## src/rtl/mv_draw_pkg.sv

```systemverilog
// Shared constants and types for the sprite drawer and the jobs that feed it.
package mv_draw_pkg;

  localparam int SCREEN_W = 320;
  localparam int SCREEN_H = 240;

  localparam int DRAW_XW = 9;
  localparam int DRAW_YW = 8;
  localparam int DRAW_SW = 3;

  localparam logic [DRAW_SW-1:0] SPR_BG       = 3'd0;
  localparam logic [DRAW_SW-1:0] SPR_CHAR     = 3'd1;
  localparam logic [DRAW_SW-1:0] SPR_PLATFORM = 3'd2;
  localparam logic [DRAW_SW-1:0] SPR_BUTTON   = 3'd3;

  typedef enum logic [1:0] {
    ST_IDLE    = 2'd0,
    ST_ISSUE   = 2'd1,
    ST_WAIT    = 2'd2,
    ST_RELEASE = 2'd3
  } arb_state_e;

endpackage

```

## src/rtl/rr_pick.sv

```systemverilog
// Combinational round-robin picker: first requester at or after last+1, wrapping.
module rr_pick #(
  parameter int N_REQ = 3,
  parameter int IW    = 2
) (
  input  logic [N_REQ-1:0] req,
  input  logic [IW-1:0]    last,
  output logic [N_REQ-1:0] win_oh,
  output logic [IW-1:0]    win_idx,
  output logic             win_valid
);

  localparam int NP = 1 << IW;

  // Padding to a power of two keeps every candidate index in range.
  logic [NP-1:0] req_pad;
  assign req_pad = NP'(req);

  always_comb begin
    logic [IW:0] cand;
    cand      = '0;
    win_idx   = '0;
    win_valid = 1'b0;
    for (int off = 1; off <= N_REQ; off++) begin
      cand = {1'b0, last} + (IW+1)'(off);
      if (cand >= (IW+1)'(N_REQ)) cand = cand - (IW+1)'(N_REQ);
      if (!win_valid && req_pad[cand[IW-1:0]]) begin
        win_valid = 1'b1;
        win_idx   = cand[IW-1:0];
      end
    end
  end

  for (genvar gi = 0; gi < N_REQ; gi++) begin : g_oh
    assign win_oh[gi] = win_valid && (win_idx == IW'(gi));
  end

endmodule

```

## src/rtl/sprite_draw_arbiter.sv

```systemverilog
// Round-robin arbiter that owns the single sprite drawer: latches one job,
// starts the drawer, waits for completion or watchdog, then signals the owner.
module sprite_draw_arbiter
  import mv_draw_pkg::*;
#(
  parameter int N_REQ   = 3,
  parameter int XW      = DRAW_XW,
  parameter int YW      = DRAW_YW,
  parameter int SW      = DRAW_SW,
  parameter int TIMEOUT = 100000
) (
  input  logic                        clock,
  input  logic                        resetn,
  input  logic [N_REQ-1:0]            req,
  input  logic [N_REQ*XW-1:0]         req_x,
  input  logic [N_REQ*YW-1:0]         req_y,
  input  logic [N_REQ*SW-1:0]         req_sprite,
  output logic [N_REQ-1:0]            gnt,
  output logic [N_REQ-1:0]            done,
  output logic                        draw_start,
  output logic [XW-1:0]               draw_x,
  output logic [YW-1:0]               draw_y,
  output logic [SW-1:0]               draw_sprite,
  input  logic                        drawer_done,
  output logic                        err_timeout,
  output logic [$clog2(N_REQ)-1:0]    err_id
);

  localparam int IW = $clog2(N_REQ);
  localparam int CW = $clog2(TIMEOUT + 1);

  arb_state_e        state_q;
  logic [N_REQ-1:0]  gnt_q;
  logic [N_REQ-1:0]  done_q;
  logic              start_q;
  logic [XW-1:0]     x_q;
  logic [YW-1:0]     y_q;
  logic [SW-1:0]     spr_q;
  logic              err_q;
  logic [IW-1:0]     err_id_q;
  logic [IW-1:0]     last_q;
  logic [IW-1:0]     owner_q;
  logic [CW-1:0]     cnt_q;

  logic [N_REQ-1:0]  win_oh;
  logic [IW-1:0]     win_idx;
  logic              win_valid;

  logic [XW-1:0]     x_arr   [N_REQ];
  logic [YW-1:0]     y_arr   [N_REQ];
  logic [SW-1:0]     spr_arr [N_REQ];

  for (genvar gi = 0; gi < N_REQ; gi++) begin : g_unpack
    assign x_arr[gi]   = req_x[gi*XW +: XW];
    assign y_arr[gi]   = req_y[gi*YW +: YW];
    assign spr_arr[gi] = req_sprite[gi*SW +: SW];
  end

  rr_pick #(
    .N_REQ (N_REQ),
    .IW    (IW)
  ) u_pick (
    .req       (req),
    .last      (last_q),
    .win_oh    (win_oh),
    .win_idx   (win_idx),
    .win_valid (win_valid)
  );

  always_ff @(posedge clock) begin
    if (!resetn) begin
      state_q  <= ST_IDLE;
      gnt_q    <= '0;
      done_q   <= '0;
      start_q  <= 1'b0;
      x_q      <= '0;
      y_q      <= '0;
      spr_q    <= '0;
      err_q    <= 1'b0;
      err_id_q <= '0;
      last_q   <= IW'(N_REQ - 1);
      owner_q  <= '0;
      cnt_q    <= '0;
    end else begin
      start_q <= 1'b0;
      done_q  <= '0;
      case (state_q)
        ST_IDLE: begin
          if (win_valid) begin
            gnt_q   <= win_oh;
            owner_q <= win_idx;
            last_q  <= win_idx;
            x_q     <= x_arr[win_idx];
            y_q     <= y_arr[win_idx];
            spr_q   <= spr_arr[win_idx];
            start_q <= 1'b1;
            state_q <= ST_ISSUE;
          end
        end
        ST_ISSUE: begin
          cnt_q   <= '0;
          state_q <= ST_WAIT;
        end
        ST_WAIT: begin
          cnt_q <= cnt_q + CW'(1);
          // A drawer completion wins over a coincident watchdog expiry.
          if (drawer_done) begin
            done_q  <= gnt_q;
            state_q <= ST_RELEASE;
          end else if (cnt_q == CW'(TIMEOUT - 1)) begin
            err_q    <= 1'b1;
            err_id_q <= owner_q;
            done_q   <= gnt_q;
            state_q  <= ST_RELEASE;
          end
        end
        ST_RELEASE: begin
          gnt_q   <= '0;
          state_q <= ST_IDLE;
        end
        default: state_q <= ST_IDLE;
      endcase
    end
  end

  assign gnt         = gnt_q;
  assign done        = done_q;
  assign draw_start  = start_q;
  assign draw_x      = x_q;
  assign draw_y      = y_q;
  assign draw_sprite = spr_q;
  assign err_timeout = err_q;
  assign err_id      = err_id_q;

endmodule

```

## config.mk

```make
export PLATFORM = sky130hd
export DESIGN_NAME = sprite_draw_arbiter
export DESIGN_NICKNAME = d
export VERILOG_FILES = /design/src/rtl/mv_draw_pkg.sv /design/src/rtl/rr_pick.sv /design/src/rtl/sprite_draw_arbiter.sv
export SDC_FILE = /design/constraint.sdc
export NUM_CORES = 1
export LEC_CHECK = 0
export BUFFER_PORTS_ARGS = -buffer_cell sky130_fd_sc_hd__buf_2
export CAP_MARGIN = 20
export CORE_UTILIZATION = 47
export CTS_BUF_LIST = sky130_fd_sc_hd__clkbuf_8
export CTS_CLUSTER_SIZE = 25
export DETAILED_ROUTE_END_ITERATION = 7
export GPL_ROUTABILITY_DRIVEN = 1
export PLACE_DENSITY_LB_ADDON = 0.08
export SLEW_MARGIN = 20
export SYNTH_ARGS = -nofsm -noshare
export SYNTH_HDL_FRONTEND = slang
export SYNTH_SLANG_ARGS = --single-unit
```

## constraint.sdc

```tcl
create_clock -name clock -period 2.4 [get_ports clock]
set_clock_uncertainty 0.05 [all_clocks]
set_input_delay 0.24 -clock clock [delete_from_list [all_inputs] [get_ports clock]]
set_output_delay 0.24 -clock clock [all_outputs]
set_load 0.01 [all_outputs]
```

==> impl_metrics.yaml, run 1 <==
worst_setup_path:
  slowest_delay_ns: 0.47
  critPathBufInv: 1
  startpoint_type: "flop"
  rr_worst_depth: 7
  arrival_ns: 2.42
  path_delay_family: "simple AND/OR/NAND/NOR gates"
  cp.depth: 7
  path_class: "flop to flop"
  crit_chain: "inv_1, ha_1, nor2b_1, o21ai_0, and3_1, or3_4, o21ai_1"
  cp_slowest_cell: "or3_4"
  worstPathRequired_ns: 2.59
  crit_fanout: 20
  end_kind: "flop"
synth:
  netlist_instances: 354
  yosys.area.top_type: "dfxtp_1"
  synth-simple-area-share_pct: 17.6
  synth_nets: 429
  ys_warn_count: 0
  synth_compound_area_share_pct: 28.1
  syn_area_mm2: 0.00291
  synth_top_family_by_area: "compound AO/OA/AOI/OAI gates"
  synthAdderAreaFrac_pct: 3.87
  synth_mux_area_share_pct: 2.41
  ys_seq_area_share_pct: 35.8
  synthXorXnorAreaFrac_pct: 4.21
  synth_area_leaders: "dfxtp_1 (36%), a311oi_1 (6.0%), a32oi_1 (6.0%), a211oi_1 (5.7%), nor2_1 (5.7%)"
  avgSynthCellArea_um2: 8.22
  synth_top_area_share_pct: 35.8
  synth_ff_type: "dfxtp_1"
  synth_commonest_cells: "dfxtp_1 (52), nor2_1 (44), inv_1 (29)"
  synth_cell_types: 45
  synth_seq_cells: 52
  yosysMostFrequentCell: "dfxtp_1"
  synth_edf_count: 0
  synthArstFlopShare_pct: 0
place:
  dp_hpwl_um: 5300
  dp_cells: 515
  gp_congestion: 0.820
  placed_area_mm2: 0.00350
  io_buffers: 95
drt:
  routed_via_density: 5.60
  first_iter_violations: 116
  drc: 0
  ant_nets: 0
  wire_per_inst_um: 14.0
  routed_wl_um: 7320
  dr_total_vias: 2928
  dr.pass1.iters: 4
clocking:
  cts_hold_buf: 0
  ctsRootBufferMaster: "clkbuf_8"
  path_clk_slew_ns: 0.10
  cts_buffer_depth: 2
  clock-sinks: 52
  clk_latency_ns: 0.30
  cts_buffers: 5
  htreeDepth: 2
  cts_tree: "done"
finish:
  seqCellArea_mm2: 0.00104
  n_antenna_cell: 0
  final_util_pct: 60.7
  drive_gt1_share_pct: 27.5
  multiInputGateArea_mm2: 0.00165
  instances_no_fill: 523
  fill_cells: 571
  final_cell_area_mm2: 0.00361
  area_delta_synth_final_pct: 24.1
  layout.nets: 522
sta:
  worstMarginPinSlew_ns: 0.476
  finalCritPeriodShare_pct: 92.7
  rsz0062_at_grt: "no"
  hold-worst-slack_ns: 0.0921
  setup_viol_count_final: 0
  slew_headroom_pct: 67.9
  maxSlewViolCount: 0
  fin_tns_setup_ns: 0
  max_freq_ghz: 0.449
  min_period_ns: 2.23
  final_hold_viol_count: 0
floorplan:
  std_cell_rows: 28
  coreArea_mm2: 0.00596
  start_util_pct: 48.9
  chipWidth_um: 80.7
  io-pin-count: 96
  die_h_um: 80.7
  die-area_mm2: 0.00651
outcome:
  status: "finished, final reports clean"
global_route:
  antenna_found_initial: 0
  grt_max_degree: 42
  grt_first_pass_wirelength_um: 11900
  grt_overflow: 0
  grt_pass1_vias: 2687
  grt_util_all_layers_pct: 23.1
worst_hold_path:
  hold_path_depth: 3
  hp-class: "primary input to flop"
power_and_ir_drop:
  power_density_mw_per_mm2: 1130
  p_leak_nw: 1.58
  ir_drop_mv: 0.504
job:
  drv_cap: 0
sequential cells by signal, summed over array words and instances, names as in the netlist:
| signal | cells |
|---|---|
| err_timeout | 1 |
| draw_x | 9 |
| draw_y | 8 |
| done | 3 |
| cnt_q | 17 |
| gnt | 3 |
| draw_start | 1 |
| last_q | 2 |
| err_id | 2 |
| draw_sprite | 3 |
| owner_q | 1 |
| state_q | 2 |
stage by stage:
| stage | total power [mW] | setup slack, ns |
|---|---|---|
| after floorplan | 2.82 | 0.0903 |
| after global placement | 3.51 | 0.167 |
| after detailed placement | 3.56 | 0.0940 |
| after CTS | 4.08 | 0.0703 |
| after global routing | 4.41 | 0.0428 |
| final | 4.09 | 0.174 |
power by group:
part	switching (mW)	internal (mW)	leakage [nW]	total (mW)
combinational	1.33	0.980	1.11	2.31
sequential	0.139	1.11	0.424	1.25
clock	0.290	0.231	0.0486	0.521
total	1.76	2.32	1.58	4.09
final timing paths:
check / startpoint / end / slack, ns
max reg2reg: last_q[1]$_SDFFE_PN1P_ / draw_x[7]$_SDFFE_PN0P_ / 0.17
min: req_x[20] / draw_x[2]$_SDFFE_PN0P_ / 0.09
min reg2reg: err_timeout$_SDFFE_PN0P_ / err_timeout$_SDFFE_PN0P_ / 0.40
max: last_q[1]$_SDFFE_PN1P_ / draw_x[7]$_SDFFE_PN0P_ / 0.17
routing by layer:
metal	part of all wire [%]	track usage, %
met5	0	0
met3	4.9	5.11
met4	1.6	7.14
met2	48	40.2
met1	46	28.2
cell type report:
| cell class | count | area share (%) |
|---|---|---|
| multi-input cells | 247 | 45.7 |
| clock inverters | 2 | 0.312 |
| flip-flops and latches | 52 | 28.8 |
| well taps | 75 | 2.60 |
| repair buffers | 111 | 17.2 |
| clock buffers | 6 | 2.29 |
| inverters | 30 | 3.12 |
cells by family (layout without fill, tap and decap cells):
logic type	Yosys count	after routing
adder cells (fa/ha/maj)	9	9
AO/OA/AOI/OAI	110	110
XOR/XNOR	14	14
buffers and inverters	55	149
multiplexers	7	7
flip-flops	52	52
AND/OR/NAND/NOR	107	107
cells in the final DEF (no fill, tap or decap), types with 6 or more instances in the layout:
master / Yosys / routed
buf_4: 1 / 14
nor2_1: 44 / 44
clkbuf_8: 0 / 6
buf_2: 1 / 95
nand2_1: 19 / 19
ha_1: 9 / 8
a21oi_1: 9 / 9
xnor2_1: 7 / 7
dfxtp_1: 52 / 52
a211oi_1: 22 / 22
nand3_1: 9 / 9
a32oi_1: 20 / 20
a311oi_1: 20 / 20
o21ai_1: 21 / 21
inv_1: 29 / 30
xor2_1: 7 / 7
mux2i_1: 7 / 7
worst register-to-register path, delay by kind of cell (launching register included):
kind            cells  cell delay [ns]
simple gates        3             0.99
flops               1             0.39
compound gates      2             0.35
fa+ha+maj           1             0.27
buf+inv             1             0.11
timing repair:
item / 4_1_cts / 5_1_grt
gates resized for setup: 0 / 3
setup endpoints to repair: 0 / 24
buffers inserted: 0 / 0
(Power assumes the default switching activity.)
==> run 2: changes to the inputs <==
--- a/config.mk
+++ b/config.mk
@@ -13,7 +13,8 @@
 export DETAILED_ROUTE_END_ITERATION = 7
 export GPL_ROUTABILITY_DRIVEN = 1
 export PLACE_DENSITY_LB_ADDON = 0.08
-export SLEW_MARGIN = 20
+export SLEW_MARGIN = 10
 export SYNTH_ARGS = -nofsm -noshare
 export SYNTH_HDL_FRONTEND = slang
+export SYNTH_HIERARCHICAL = 1
 export SYNTH_SLANG_ARGS = --single-unit
==> run 2 against run 1 <==
Combinational power rose by 4%. Register-to-register slack worse by 0.07 ns. Critical path depth rose by 3. Sequential cell count is the same. Cell area decreased by 1.7%. Highest routed layer unchanged.
==> impl_metrics.yaml, run 2 <==
worst_setup_path:
  rrSetupSlack_ns: 0.1
  end_kind: "flop"
  arrival_ns: 2.51
  crit_fanout: 42
  startpoint_type: "flop"
  path_class: "flop to flop"
  worstPathRequired_ns: 2.61
clocking:
  cts_buffers: 5
  cts_tree: "done"
  path_clk_slew_ns: 0.10
  ctsRootBufferMaster: "clkbuf_8"
  cts_hold_buf: 0
  clock-sinks: 52
  clk_latency_ns: 0.30
  cts_buffer_depth: 2
  htreeDepth: 2
finish:
  final_util_pct: 63.7
  largest_register_ffs: 17
  layout_common_cells: "buf_2 (95), dfxtp_1 (51), nand2_1 (43)"
  n_antenna_cell: 0
  layout_commonest_cell: "buf_2"
  regMostFlops: "cnt_q"
  final_cell_area_mm2: 0.00355
  drive_gt1_share_pct: 33.4
  area_delta_synth_final_pct: 29.0
  layout.nets: 482
place:
  pre_cts_ws_ns: 0.0281
  gp_congestion: 0.876
  placed_area_mm2: 0.00341
  dp_hpwl_um: 4910
  io_buffers: 95
sta:
  slew_headroom_pct: 70.4
  worstMarginPinSlew_ns: 0.443
  min_period_ns: 2.30
  finalCritPeriodShare_pct: 95.8
  final_hold_viol_count: 0
  max_freq_ghz: 0.435
  setup_viol_count_final: 0
  maxSlewViolCount: 0
  timing.final.ws_setup_ns: 0.0999
  hold-worst-slack_ns: 0.232
synth:
  avgSynthCellArea_um2: 8.91
  synthArstFlopShare_pct: 0
  synth_top_area_share_pct: 37.8
  synth_ff_type: "dfxtp_1"
  yosys.area.top_type: "dfxtp_1"
  ys_seq_area_share_pct: 37.8
  synth_nets: 382
  ys_warn_count: 6
  syn_area_mm2: 0.00275
  synth_commonest_cells: "dfxtp_1 (52), nand2_1 (43), mux2i_1 (24)"
  synth_cell_types: 44
  synth_seq_cells: 52
  netlist_instances: 309
  synth_edf_count: 0
  synth_area_leaders: "dfxtp_1 (38%), mux2i_1 (8.7%), o211a_1 (7.3%), nand2_1 (5.9%), o211ai_1 (5.7%)"
  yosysMostFrequentCell: "dfxtp_1"
drt:
  dr_total_vias: 2649
  ant_nets: 0
  wire_per_inst_um: 14.1
  dr.pass1.iters: 4
  drc: 0
  routed_wl_um: 6800
  first_iter_violations: 138
  routed_via_density: 5.50
floorplan:
  die_h_um: 78.5
  chipWidth_um: 78.5
  io-pin-count: 96
  std_cell_rows: 27
  die-area_mm2: 0.00617
  coreArea_mm2: 0.00557
  start_util_pct: 49.4
job:
  drv_cap: 0
global_route:
  grt_util_all_layers_pct: 23.1
  grt_first_pass_wirelength_um: 11500
  grt_max_degree: 43
  antenna_found_initial: 0
  grt_pass1_vias: 2563
  grt_overflow: 0
power_and_ir_drop:
  power_mw: 4.16
  power_density_mw_per_mm2: 1170
  p_leak_nw: 1.66
  ir_drop_mv: 0.774
worst_hold_path:
  hp-class: "primary input to flop"
outcome:
  status: "finished, final reports clean"
## run 2: kinds of logic after synthesis
| group | synth area share, % |
|---|---|
| AND/OR/NAND/NOR | 21.6 |
| AO/OA/AOI/OAI | 20.7 |
| flip-flops | 37.8 |
| adder cells (fa/ha/maj) | 3.18 |
| buffers and inverters | 4.41 |
| multiplexers | 9.13 |
| XOR/XNOR | 3.18 |
## run 2: where the power goes
part,internal [mW],switching [mW],leakage [nW]
clock network,0.306,0.288,0.0593
registers,1.06,0.0969,0.425
logic,1.12,1.29,1.18
## run 2: final cells by class
class | instances | area, um^2
Tap cell | 72 | 90.1
Multi-Input combinational cell | 228 | 1630
Timing Repair Buffer | 113 | 648
Inverter | 9 | 33.8
Sequential cell | 52 | 1040
Clock inverter | 3 | 38.8
Fill cell | 515 | 2020
Clock buffer | 5 | 68.8
## run 2: worst paths after layout
kind                                   end              startpoint  cells after the start
setup / recovery    draw_y[3]$_SDFFE_PN0P_  last_q[0]$_SDFFE_PN0P_                     10
hold / removal    err_timeout$_SDFFE_PN0P_                  resetn                      2
setup reg to reg    draw_y[3]$_SDFFE_PN0P_  last_q[0]$_SDFFE_PN0P_                     10
hold reg to reg     err_id[1]$_SDFFE_PN0P_  err_id[1]$_SDFFE_PN0P_                      2
## run 2: worst max-delay path, stage by stage (launching register included)
cell and delay (ns):
dfxtp_1 0.34, inv_1 0.09, ha_4 0.28, and2_4 0.17
o21ai_2 0.16, nand3_2 0.16, a221o_1 0.33, and2_1 0.21
buf_12 0.18, o211ai_1 0.11, o211a_1 0.17
## run 2: what timing repair did
action | CTS | global route
setup endpoints to repair | 1 | 15
setup buffers | 0 | 1
resized for setup | 1 | 4
pin swaps | 0 | 1
## run 2: routing by layer
layer  global-route usage [%]  wire length, um  up-vias
met5                        0                0        -
met2                     39.2             3200       90
li1                         -                -     1319
met1                     28.6             3100     1234
met3                     6.16              444        6
met4                     6.30               63        0
## run 2: stage by stage
step                std cells  TNS (ns)
finish                    482         0
global route              482   -0.0188
CTS                       481         0
detailed placement        473         0
global placement          473         0
floorplan                 309    -0.197
